[config.mk]
export PLATFORM = sky130hd
export DESIGN_NAME = giocatori_morra_flat
export DESIGN_NICKNAME = d
export VERILOG_FILES = /design/src/rtl/giocatori_morra_pkg.sv /design/src/rtl/giocatori_morra_if.sv /design/src/rtl/giocatori_morra_mossa_lfsr.sv /design/src/rtl/giocatori_morra.sv /design/src/flat_wrapper.sv
export SDC_FILE = /design/constraint.sdc
export NUM_CORES = 1
export LEC_CHECK = 0
export ABC_AREA = 1
export BUFFER_PORTS_ARGS = -buffer_cell sky130_fd_sc_hd__buf_2
export CAP_MARGIN = 40
export CORE_MARGIN = 2
export CORE_UTILIZATION = 58
export CTS_CLUSTER_SIZE = 20
export DETAILED_ROUTE_END_ITERATION = 10
export GPL_ROUTABILITY_DRIVEN = 0
export PLACE_DENSITY = 0.79
export SETUP_SLACK_MARGIN = 0.15
export SLEW_MARGIN = 5
export SYNTH_ARGS = -nofsm -noshare
export SYNTH_HDL_FRONTEND = slang
export SYNTH_SLANG_ARGS = --single-unit
[constraint.sdc]
create_clock -name clk -period 2.5 [get_ports clk]
set_input_delay 0.125 -clock clk [delete_from_list [all_inputs] [get_ports clk]]
set_output_delay 0.125 -clock clk [all_outputs]
set_load 0.05 [all_outputs]
[src/rtl/giocatori_morra_pkg.sv]
// morra_pkg: move/result encodings, manche floor and FSM states shared by the morra players
package morra_pkg;

    typedef enum logic [1:0] {
        MOVE_NONE = 2'b00,
        MOVE_A    = 2'b01,
        MOVE_B    = 2'b10,
        MOVE_C    = 2'b11
    } move_t;

    typedef enum logic [1:0] {
        MANCHE_INVALID = 2'b00,
        MANCHE_P1      = 2'b01,
        MANCHE_P2      = 2'b10,
        MANCHE_TIE     = 2'b11
    } manche_t;

    typedef enum logic [1:0] {
        PARTITA_RUN = 2'b00,
        PARTITA_P1  = 2'b01,
        PARTITA_P2  = 2'b10,
        PARTITA_TIE = 2'b11
    } partita_t;

    typedef enum logic [1:0] {
        WIN_NONE = 2'b00,
        WIN_P1   = 2'b01,
        WIN_P2   = 2'b10
    } winner_t;

    typedef enum logic [2:0] {
        S_IDLE,
        S_CONFIG,
        S_PLAY,
        S_WAIT,
        S_DONE
    } state_t;

    localparam logic [4:0] MIN_MANCHE = 5'd4;

    // Next move in the cycle 01 -> 10 -> 11 -> 01
    function automatic logic [1:0] rotate_move(input logic [1:0] m);
        return m == MOVE_A ? MOVE_B : m == MOVE_B ? MOVE_C : MOVE_A;
    endfunction

endpackage

[src/rtl/giocatori_morra_if.sv]
// giocatori_morra_if: host/judge side signals of the morra player pair
interface giocatori_morra_if;

    logic       START;
    logic [3:0] CFG;
    logic       ACK;
    logic [1:0] MANCHE;
    logic [1:0] PARTITA;
    logic [1:0] PRIMO;
    logic [1:0] SECONDO;
    logic       INIZIA;
    logic       BUSY;
    logic       DONE;
    logic [1:0] RISULTATO;
    logic [3:0] VITTORIE1;
    logic [3:0] VITTORIE2;
    logic [4:0] PAREGGI;
    logic       ERRORE;

    modport master (
        output START, CFG, ACK, MANCHE, PARTITA,
        input  PRIMO, SECONDO, INIZIA, BUSY, DONE, RISULTATO,
               VITTORIE1, VITTORIE2, PAREGGI, ERRORE
    );

    modport slave (
        input  START, CFG, ACK, MANCHE, PARTITA,
        output PRIMO, SECONDO, INIZIA, BUSY, DONE, RISULTATO,
               VITTORIE1, VITTORIE2, PAREGGI, ERRORE
    );

endinterface

[src/rtl/giocatori_morra_mossa_lfsr.sv]
// mossa_lfsr: one player's move source, an 8-bit LFSR with the repeat-winning-move ban
module mossa_lfsr
    import morra_pkg::*;
#(
    parameter logic [7:0] SEED = 8'h01
) (
    input  logic       clk,
    input  logic       rst_n,
    input  logic       step,
    input  logic [1:0] forbid,
    output logic [1:0] move
);

    logic [7:0] lfsr;
    logic [1:0] cand;

    // Fibonacci LFSR x^8+x^6+x^5+x^4+1, advanced once per played move
    always_ff @(posedge clk or negedge rst_n) begin
        if (!rst_n)
            lfsr <= SEED;
        else if (step)
            lfsr <= {lfsr[6:0], lfsr[7] ^ lfsr[5] ^ lfsr[4] ^ lfsr[3]};
    end

    // forbid is MOVE_NONE unless this player won last; a candidate is never 00 so no extra gating
    always_comb begin
        cand = lfsr[1:0] == MOVE_NONE ? MOVE_A : lfsr[1:0];
        move = cand == forbid ? rotate_move(cand) : cand;
    end

endmodule

[src/rtl/giocatori_morra.sv]
// giocatori_morra: two LFSR morra players sequencing a match against an external judge
module giocatori_morra
    import morra_pkg::*;
#(
    parameter logic [7:0] SEED1 = 8'hA5,
    parameter logic [7:0] SEED2 = 8'h3C
) (
    input logic              clk,
    input logic              rst_n,
    giocatori_morra_if.slave bus
);

    state_t     state;
    logic [4:0] max_q;
    logic [5:0] played;
    logic [1:0] mv1;
    logic [1:0] mv2;
    logic [1:0] rec_win;
    logic [1:0] rec_mv;
    logic [1:0] win_nxt;
    logic [1:0] mv_nxt;
    logic [1:0] forbid1;
    logic [1:0] forbid2;
    logic [1:0] move1;
    logic [1:0] move2;
    logic [5:0] played_nxt;
    logic       sample;
    logic       counted;
    logic       over;
    logic       step;

    // The record seen by the next move already includes the manche being sampled now
    always_comb begin
        sample     = state == S_WAIT && !bus.START;
        win_nxt    = sample && bus.MANCHE == MANCHE_P1 ? WIN_P1 :
                     sample && bus.MANCHE == MANCHE_P2 ? WIN_P2 : rec_win;
        mv_nxt     = sample && bus.MANCHE == MANCHE_P1 ? mv1 :
                     sample && bus.MANCHE == MANCHE_P2 ? mv2 : rec_mv;
        forbid1    = win_nxt == WIN_P1 ? mv_nxt : MOVE_NONE;
        forbid2    = win_nxt == WIN_P2 ? mv_nxt : MOVE_NONE;
        counted    = bus.MANCHE != MANCHE_INVALID;
        played_nxt = played + {5'd0, counted};
        over       = played_nxt > {1'b0, max_q};
        step       = !bus.START && (state == S_CONFIG ||
                     (state == S_WAIT && bus.PARTITA == PARTITA_RUN && !over));
    end

    mossa_lfsr #(.SEED(SEED1)) u_primo (
        .clk    (clk),
        .rst_n  (rst_n),
        .step   (step),
        .forbid (forbid1),
        .move   (move1)
    );

    mossa_lfsr #(.SEED(SEED2)) u_secondo (
        .clk    (clk),
        .rst_n  (rst_n),
        .step   (step),
        .forbid (forbid2),
        .move   (move2)
    );

    // Match FSM with registered outputs; START restarts from any state
    always_ff @(posedge clk or negedge rst_n) begin
        if (!rst_n) begin
            state         <= S_IDLE;
            max_q         <= '0;
            played        <= '0;
            mv1           <= '0;
            mv2           <= '0;
            rec_win       <= WIN_NONE;
            rec_mv        <= MOVE_NONE;
            bus.PRIMO     <= '0;
            bus.SECONDO   <= '0;
            bus.INIZIA    <= 1'b0;
            bus.BUSY      <= 1'b0;
            bus.DONE      <= 1'b0;
            bus.RISULTATO <= '0;
            bus.VITTORIE1 <= '0;
            bus.VITTORIE2 <= '0;
            bus.PAREGGI   <= '0;
            bus.ERRORE    <= 1'b0;
        end else if (bus.START) begin
            state         <= S_CONFIG;
            max_q         <= MIN_MANCHE + {1'b0, bus.CFG};
            played        <= '0;
            rec_win       <= WIN_NONE;
            rec_mv        <= MOVE_NONE;
            bus.PRIMO     <= bus.CFG[3:2];
            bus.SECONDO   <= bus.CFG[1:0];
            bus.INIZIA    <= 1'b1;
            bus.BUSY      <= 1'b1;
            bus.DONE      <= 1'b0;
            bus.RISULTATO <= '0;
            bus.VITTORIE1 <= '0;
            bus.VITTORIE2 <= '0;
            bus.PAREGGI   <= '0;
            bus.ERRORE    <= 1'b0;
        end else begin
            case (state)
                S_CONFIG: begin
                    state       <= S_PLAY;
                    bus.INIZIA  <= 1'b0;
                    bus.PRIMO   <= move1;
                    bus.SECONDO <= move2;
                    mv1         <= move1;
                    mv2         <= move2;
                end
                S_PLAY: begin
                    state       <= S_WAIT;
                    bus.PRIMO   <= MOVE_NONE;
                    bus.SECONDO <= MOVE_NONE;
                end
                S_WAIT: begin
                    rec_win       <= win_nxt;
                    rec_mv        <= mv_nxt;
                    played        <= played_nxt;
                    bus.VITTORIE1 <= bus.MANCHE == MANCHE_P1 && bus.VITTORIE1 != 4'hF ?
                                     bus.VITTORIE1 + 4'd1 : bus.VITTORIE1;
                    bus.VITTORIE2 <= bus.MANCHE == MANCHE_P2 && bus.VITTORIE2 != 4'hF ?
                                     bus.VITTORIE2 + 4'd1 : bus.VITTORIE2;
                    bus.PAREGGI   <= bus.MANCHE == MANCHE_TIE && bus.PAREGGI != 5'h1F ?
                                     bus.PAREGGI + 5'd1 : bus.PAREGGI;
                    if (bus.PARTITA != PARTITA_RUN) begin
                        state         <= S_DONE;
                        bus.RISULTATO <= bus.PARTITA;
                        bus.BUSY      <= 1'b0;
                        bus.DONE      <= 1'b1;
                    end else if (over) begin
                        state         <= S_DONE;
                        bus.RISULTATO <= PARTITA_RUN;
                        bus.ERRORE    <= 1'b1;
                        bus.BUSY      <= 1'b0;
                        bus.DONE      <= 1'b1;
                    end else begin
                        state       <= S_PLAY;
                        bus.PRIMO   <= move1;
                        bus.SECONDO <= move2;
                        mv1         <= move1;
                        mv2         <= move2;
                    end
                end
                S_DONE: begin
                    if (bus.ACK) begin
                        state    <= S_IDLE;
                        bus.DONE <= 1'b0;
                    end
                end
                default: ;
            endcase
        end
    end

endmodule

[src/flat_wrapper.sv]
// flat-port wrapper written by rule: the top's interface ports become plain ports
module giocatori_morra_flat import morra_pkg::*;
#(
    parameter logic [7:0] SEED1 = 8'hA5,
    parameter logic [7:0] SEED2 = 8'h3C
)
  (clk, rst_n, bus_START, bus_CFG, bus_ACK, bus_MANCHE, bus_PARTITA, bus_PRIMO, bus_SECONDO, bus_INIZIA, bus_BUSY, bus_DONE, bus_RISULTATO, bus_VITTORIE1, bus_VITTORIE2, bus_PAREGGI, bus_ERRORE);
  giocatori_morra_if bus_i ();
  input logic clk;
  input logic rst_n;
  input wire logic [$bits(bus_i.START)-1:0] bus_START;
  input wire logic [$bits(bus_i.CFG)-1:0] bus_CFG;
  input wire logic [$bits(bus_i.ACK)-1:0] bus_ACK;
  input wire logic [$bits(bus_i.MANCHE)-1:0] bus_MANCHE;
  input wire logic [$bits(bus_i.PARTITA)-1:0] bus_PARTITA;
  output wire logic [$bits(bus_i.PRIMO)-1:0] bus_PRIMO;
  output wire logic [$bits(bus_i.SECONDO)-1:0] bus_SECONDO;
  output wire logic [$bits(bus_i.INIZIA)-1:0] bus_INIZIA;
  output wire logic [$bits(bus_i.BUSY)-1:0] bus_BUSY;
  output wire logic [$bits(bus_i.DONE)-1:0] bus_DONE;
  output wire logic [$bits(bus_i.RISULTATO)-1:0] bus_RISULTATO;
  output wire logic [$bits(bus_i.VITTORIE1)-1:0] bus_VITTORIE1;
  output wire logic [$bits(bus_i.VITTORIE2)-1:0] bus_VITTORIE2;
  output wire logic [$bits(bus_i.PAREGGI)-1:0] bus_PAREGGI;
  output wire logic [$bits(bus_i.ERRORE)-1:0] bus_ERRORE;
  assign bus_i.START = bus_START;
  assign bus_i.CFG = bus_CFG;
  assign bus_i.ACK = bus_ACK;
  assign bus_i.MANCHE = bus_MANCHE;
  assign bus_i.PARTITA = bus_PARTITA;
  assign bus_PRIMO = bus_i.PRIMO;
  assign bus_SECONDO = bus_i.SECONDO;
  assign bus_INIZIA = bus_i.INIZIA;
  assign bus_BUSY = bus_i.BUSY;
  assign bus_DONE = bus_i.DONE;
  assign bus_RISULTATO = bus_i.RISULTATO;
  assign bus_VITTORIE1 = bus_i.VITTORIE1;
  assign bus_VITTORIE2 = bus_i.VITTORIE2;
  assign bus_PAREGGI = bus_i.PAREGGI;
  assign bus_ERRORE = bus_i.ERRORE;
  giocatori_morra #(.SEED1(SEED1), .SEED2(SEED2)) u_core (.clk(clk), .rst_n(rst_n), .bus(bus_i));
endmodule
==> summary.txt <==
# setup viols final -> 0
final wirelength -> 7.55 mm
clock latency on the worst-skew pair -> 340 ps
Worst path slowest cell -> dfrtp_1
Post-Route Setup TNS -> 0 ps
Max Cap Viol -> 0
CP cell instances -> ha_4 > ha_4 > nand3_1 > xor2_2 > inv_1 > ha_4 > nand4_1 > nand2_2 > nand2_2 > nand2_2 > nand2_4 > inv_8 > buf_12 > nand3_1 > o21ai_1
async set-reset flop share out of synthesis -> 1.00
Syn. warnings -> 0
IO Pins -> 35
post-synth cell types -> 30
clock tree root buffer cell -> clkbuf_8
setup slack, reg-to-reg -> 60 ps
die area -> 0.00607 sq mm
Slew @ Worst Pin -> 633 ps
first-pass GRT wire length -> 11.8 mm
GRT Total Usage -> 0.247
Max rail drop VDD -> 0.000641 V
share of cells above drive strength 1 -> 0.278
wire per inst -> 14.6 um
Slew Limit Headroom -> 0.578
Final Hold Fails -> 0
H-tree depth -> 3
1st-iter DRT viols -> 274
CTS Buf Count -> 9
Post-synth EDFFs -> 0
Worst Setup Start Kind -> flop
skew final -> 7.47 ps
#FFs+latches synth -> 61
Max Fclk -> 0.411 GHz
antenna-violating nets left -> 0
clk sinks -> 61
non-filler instance count after layout -> 516
deepest clock path buffer count -> 2
PD cells -> 839 mW/mm^2
clock-pin slew on the worst setup and hold paths -> 70 ps
CP Data Arrival Time -> 2700 ps
Initial Utilization -> 0.612
max-slew violation count -> 0
placed insts -> 493
Antenna diodes -> 0
setup ws final -> 64.6 ps
Hold WS -> 14.7 ps
sequential-to-total area share from yosys stat -> 0.485
crit-path max FO -> 5
min cycle time layout -> 2440 ps
CP top delay family -> simple AND/OR/NAND/NOR gates
critical path required time -> 2760 ps
mapped cell area -> 0.00317 sq mm
Setup CP Type -> reg -> reg
Area growth syn-to-layout -> 24.1%
post-synth top area cell -> dfrtp_1
Die Height -> 77.9 um
CP max stage delay -> 410 ps
floorplan row count -> 26
Yosys top cell area share -> 0.419
CTS tree -> yes
dpl hpwl -> 4.78 mm
Syn Area/Cell -> 8.06 sq um
DP Worst Slack -> 34.5 ps
synthesized net count -> 417
worst min path class -> in -> reg
status -> finished clean
drt via density -> 5.51
first drt pass iteration count -> 6
drc violations -> 0
CP endpoint kind -> flop
largest net degree at the start of global routing -> 25
CP Buf/Inv Count -> 3
Leak -> 2.02 nW
initial antenna violation count -> 0
final instance area -> 0.00393 sq mm
port bufs -> 34
Cells after Synth -> 393
via count -> 2,845
dpl cell area -> 0.00344 sq mm
die width -> 77.9 um
Synth area leaders -> dfrtp_1, nand2_1, dfstp_2, inv_1, nand3_1
nets -> 465
number of global-route vias before repair -> 2,613
grt ovf -> 0
Final period util -> 0.974
RSZ-0062 raised after global routing -> yes
Core ar. -> 0.00517 sq mm
Most used DFF post-synth -> dfrtp_1
-- logic make-up (layout without fill, tap and decap cells) --
| family | count (synthesis) | count (layout) | share of synthesized area |
|---|---|---|---|
| buffers and inverters | 62 | 115 | 0.0747 |
| DFF | 61 | 61 | 0.485 |
| and+or+nand+nor | 196 | 196 | 0.273 |
| xor gates and xnor gates | 12 | 12 | 0.0332 |
| AOI/OAI and AO/OA | 50 | 50 | 0.0861 |
| adders and majority gates | 12 | 12 | 0.0474 |
-- final timing paths --
path | cells past startpoint | end | from
worst min-delay path | 3 | u_core.bus.RISULTATO[1] | bus_PARTITA[1]
worst max-delay path | 15 | u_core.mv2[0] | u_core.played[0]
worst max register to register | 15 | u_core.mv2[0] | u_core.played[0]
min in group asynchronous | 2 | u_core.max_q[4] | rst_n
worst min register to register | 2 | u_core.u_secondo.lfsr[3] | u_core.u_secondo.lfsr[2]
max in group asynchronous | 3 | u_core.u_primo.lfsr[2] | rst_n
-- worst reg2reg max path, stage by stage, from the launching register on --
cell and delay, ps:
dfrtp_1 410, ha_4 190, ha_4 160, nand3_1 130
xor2_2 180, inv_1 100, ha_4 280, nand4_1 130
nand2_2 110, nand2_2 60, nand2_2 100, nand2_4 90
inv_8 110, buf_12 120, nand3_1 80, o21ai_1 100
-- cells in the mapped netlist (2+ instances only) --
| master | instances |
|---|---|
| xnor2_1 | 6 |
| nor3_1 | 2 |
| nor2_1 | 32 |
| nand2_1 | 112 |
| nand3_4 | 2 |
| xor2_1 | 6 |
| nand2_2 | 3 |
| nand3_1 | 36 |
| dfstp_2 | 8 |
| o21ai_0 | 31 |
| inv_1 | 50 |
| buf_2 | 3 |
| o211ai_1 | 2 |
| a21oi_2 | 3 |
| nand4_1 | 4 |
| clkbuf_1 | 4 |
| a21oi_1 | 11 |
| dfrtp_1 | 53 |
| ha_1 | 12 |
| buf_1 | 3 |
-- final cells by class --
type	instances	area [sq um]
multi-input combinational	270	1590
sequential	61	1540
fill	347	1240
timing repair buffer	47	334
inverter	52	203
clock buffer	12	155
tap	70	87.6
clock inverter	4	22.5
-- routing by layer --
| layer | part of all wire | global-route usage | routed length [um] |
|---|---|---|---|
| met2 | 0.50 | 0.418 | 3810 |
| met4 | 0.022 | 0.105 | 163 |
| met5 | 0 | 0 | 0 |
| met1 | 0.42 | 0.312 | 3190 |
| met3 | 0.051 | 0.0442 | 388 |
-- where the power goes --
group	internal [mW]	switching [mW]
Clock	0.409	0.390
Combinational	0.387	0.692
Sequential	1.24	0.183
Total	2.03	1.27
-- registers in the layout (all words and copies together), names as in the netlist, 3 cells and up --
name and cells:
u_core.bus.PAREGGI 5, u_core.played 6, u_core.max_q 5, u_core.bus.VITTORIE1 4
u_core.state 3, u_core.u_primo.lfsr 8, u_core.u_secondo.lfsr 8, u_core.bus.VITTORIE2 4
-- cell usage in the layout, fill, tap and decap left out, types with 2 or more instances in the layout --
cell type / Yosys / layout
nand2_1: 112 / 93
dfrtp_1: 53 / 53
inv_1: 50 / 48
buf_2: 3 / 34
nand3_1: 36 / 33
nor2_1: 32 / 28
o21ai_0: 31 / 22
nand2_2: 3 / 19
clkbuf_8: 0 / 11
ha_1: 12 / 8
dfstp_2: 8 / 8
a21oi_1: 11 / 7
a21oi_2: 3 / 7
buf_4: 0 / 7
xnor2_1: 6 / 6
o21ai_1: 0 / 5
nand4_1: 4 / 4
nand2_4: 1 / 4
o21ai_2: 0 / 4
nor2_2: 0 / 4
ha_4: 0 / 4
xor2_2: 0 / 3
nand3_4: 2 / 3
xor2_1: 6 / 3
clkinv_2: 0 / 3
inv_2: 1 / 2
nand3_2: 0 / 2
o211ai_1: 2 / 2
nor3_1: 2 / 2
clkbuf_16: 0 / 2
buf_12: 0 / 2
-- repair_timing --
item | in CTS | in global routing
pin swaps | 2 | 11
endpoints found under the hold margin | 22 | 0
endpoints found under the setup margin | 20 | 31
setup buffers | 1 | 2
hold buffers | 1 | 0
gates resized for setup | 7 | 57
cloned | 0 | 3
-- through the flow --
stage          power, mW   util
6_report            3.30  0.760
5_1_grt             3.47  0.760
4_1_cts             3.12  0.708
3_5_place_dp        2.31  0.665
3_3_place_gp        2.29  0.665
2_1_floorplan       2.06      -
Note: power is estimated with default switching activity, not from simulation.
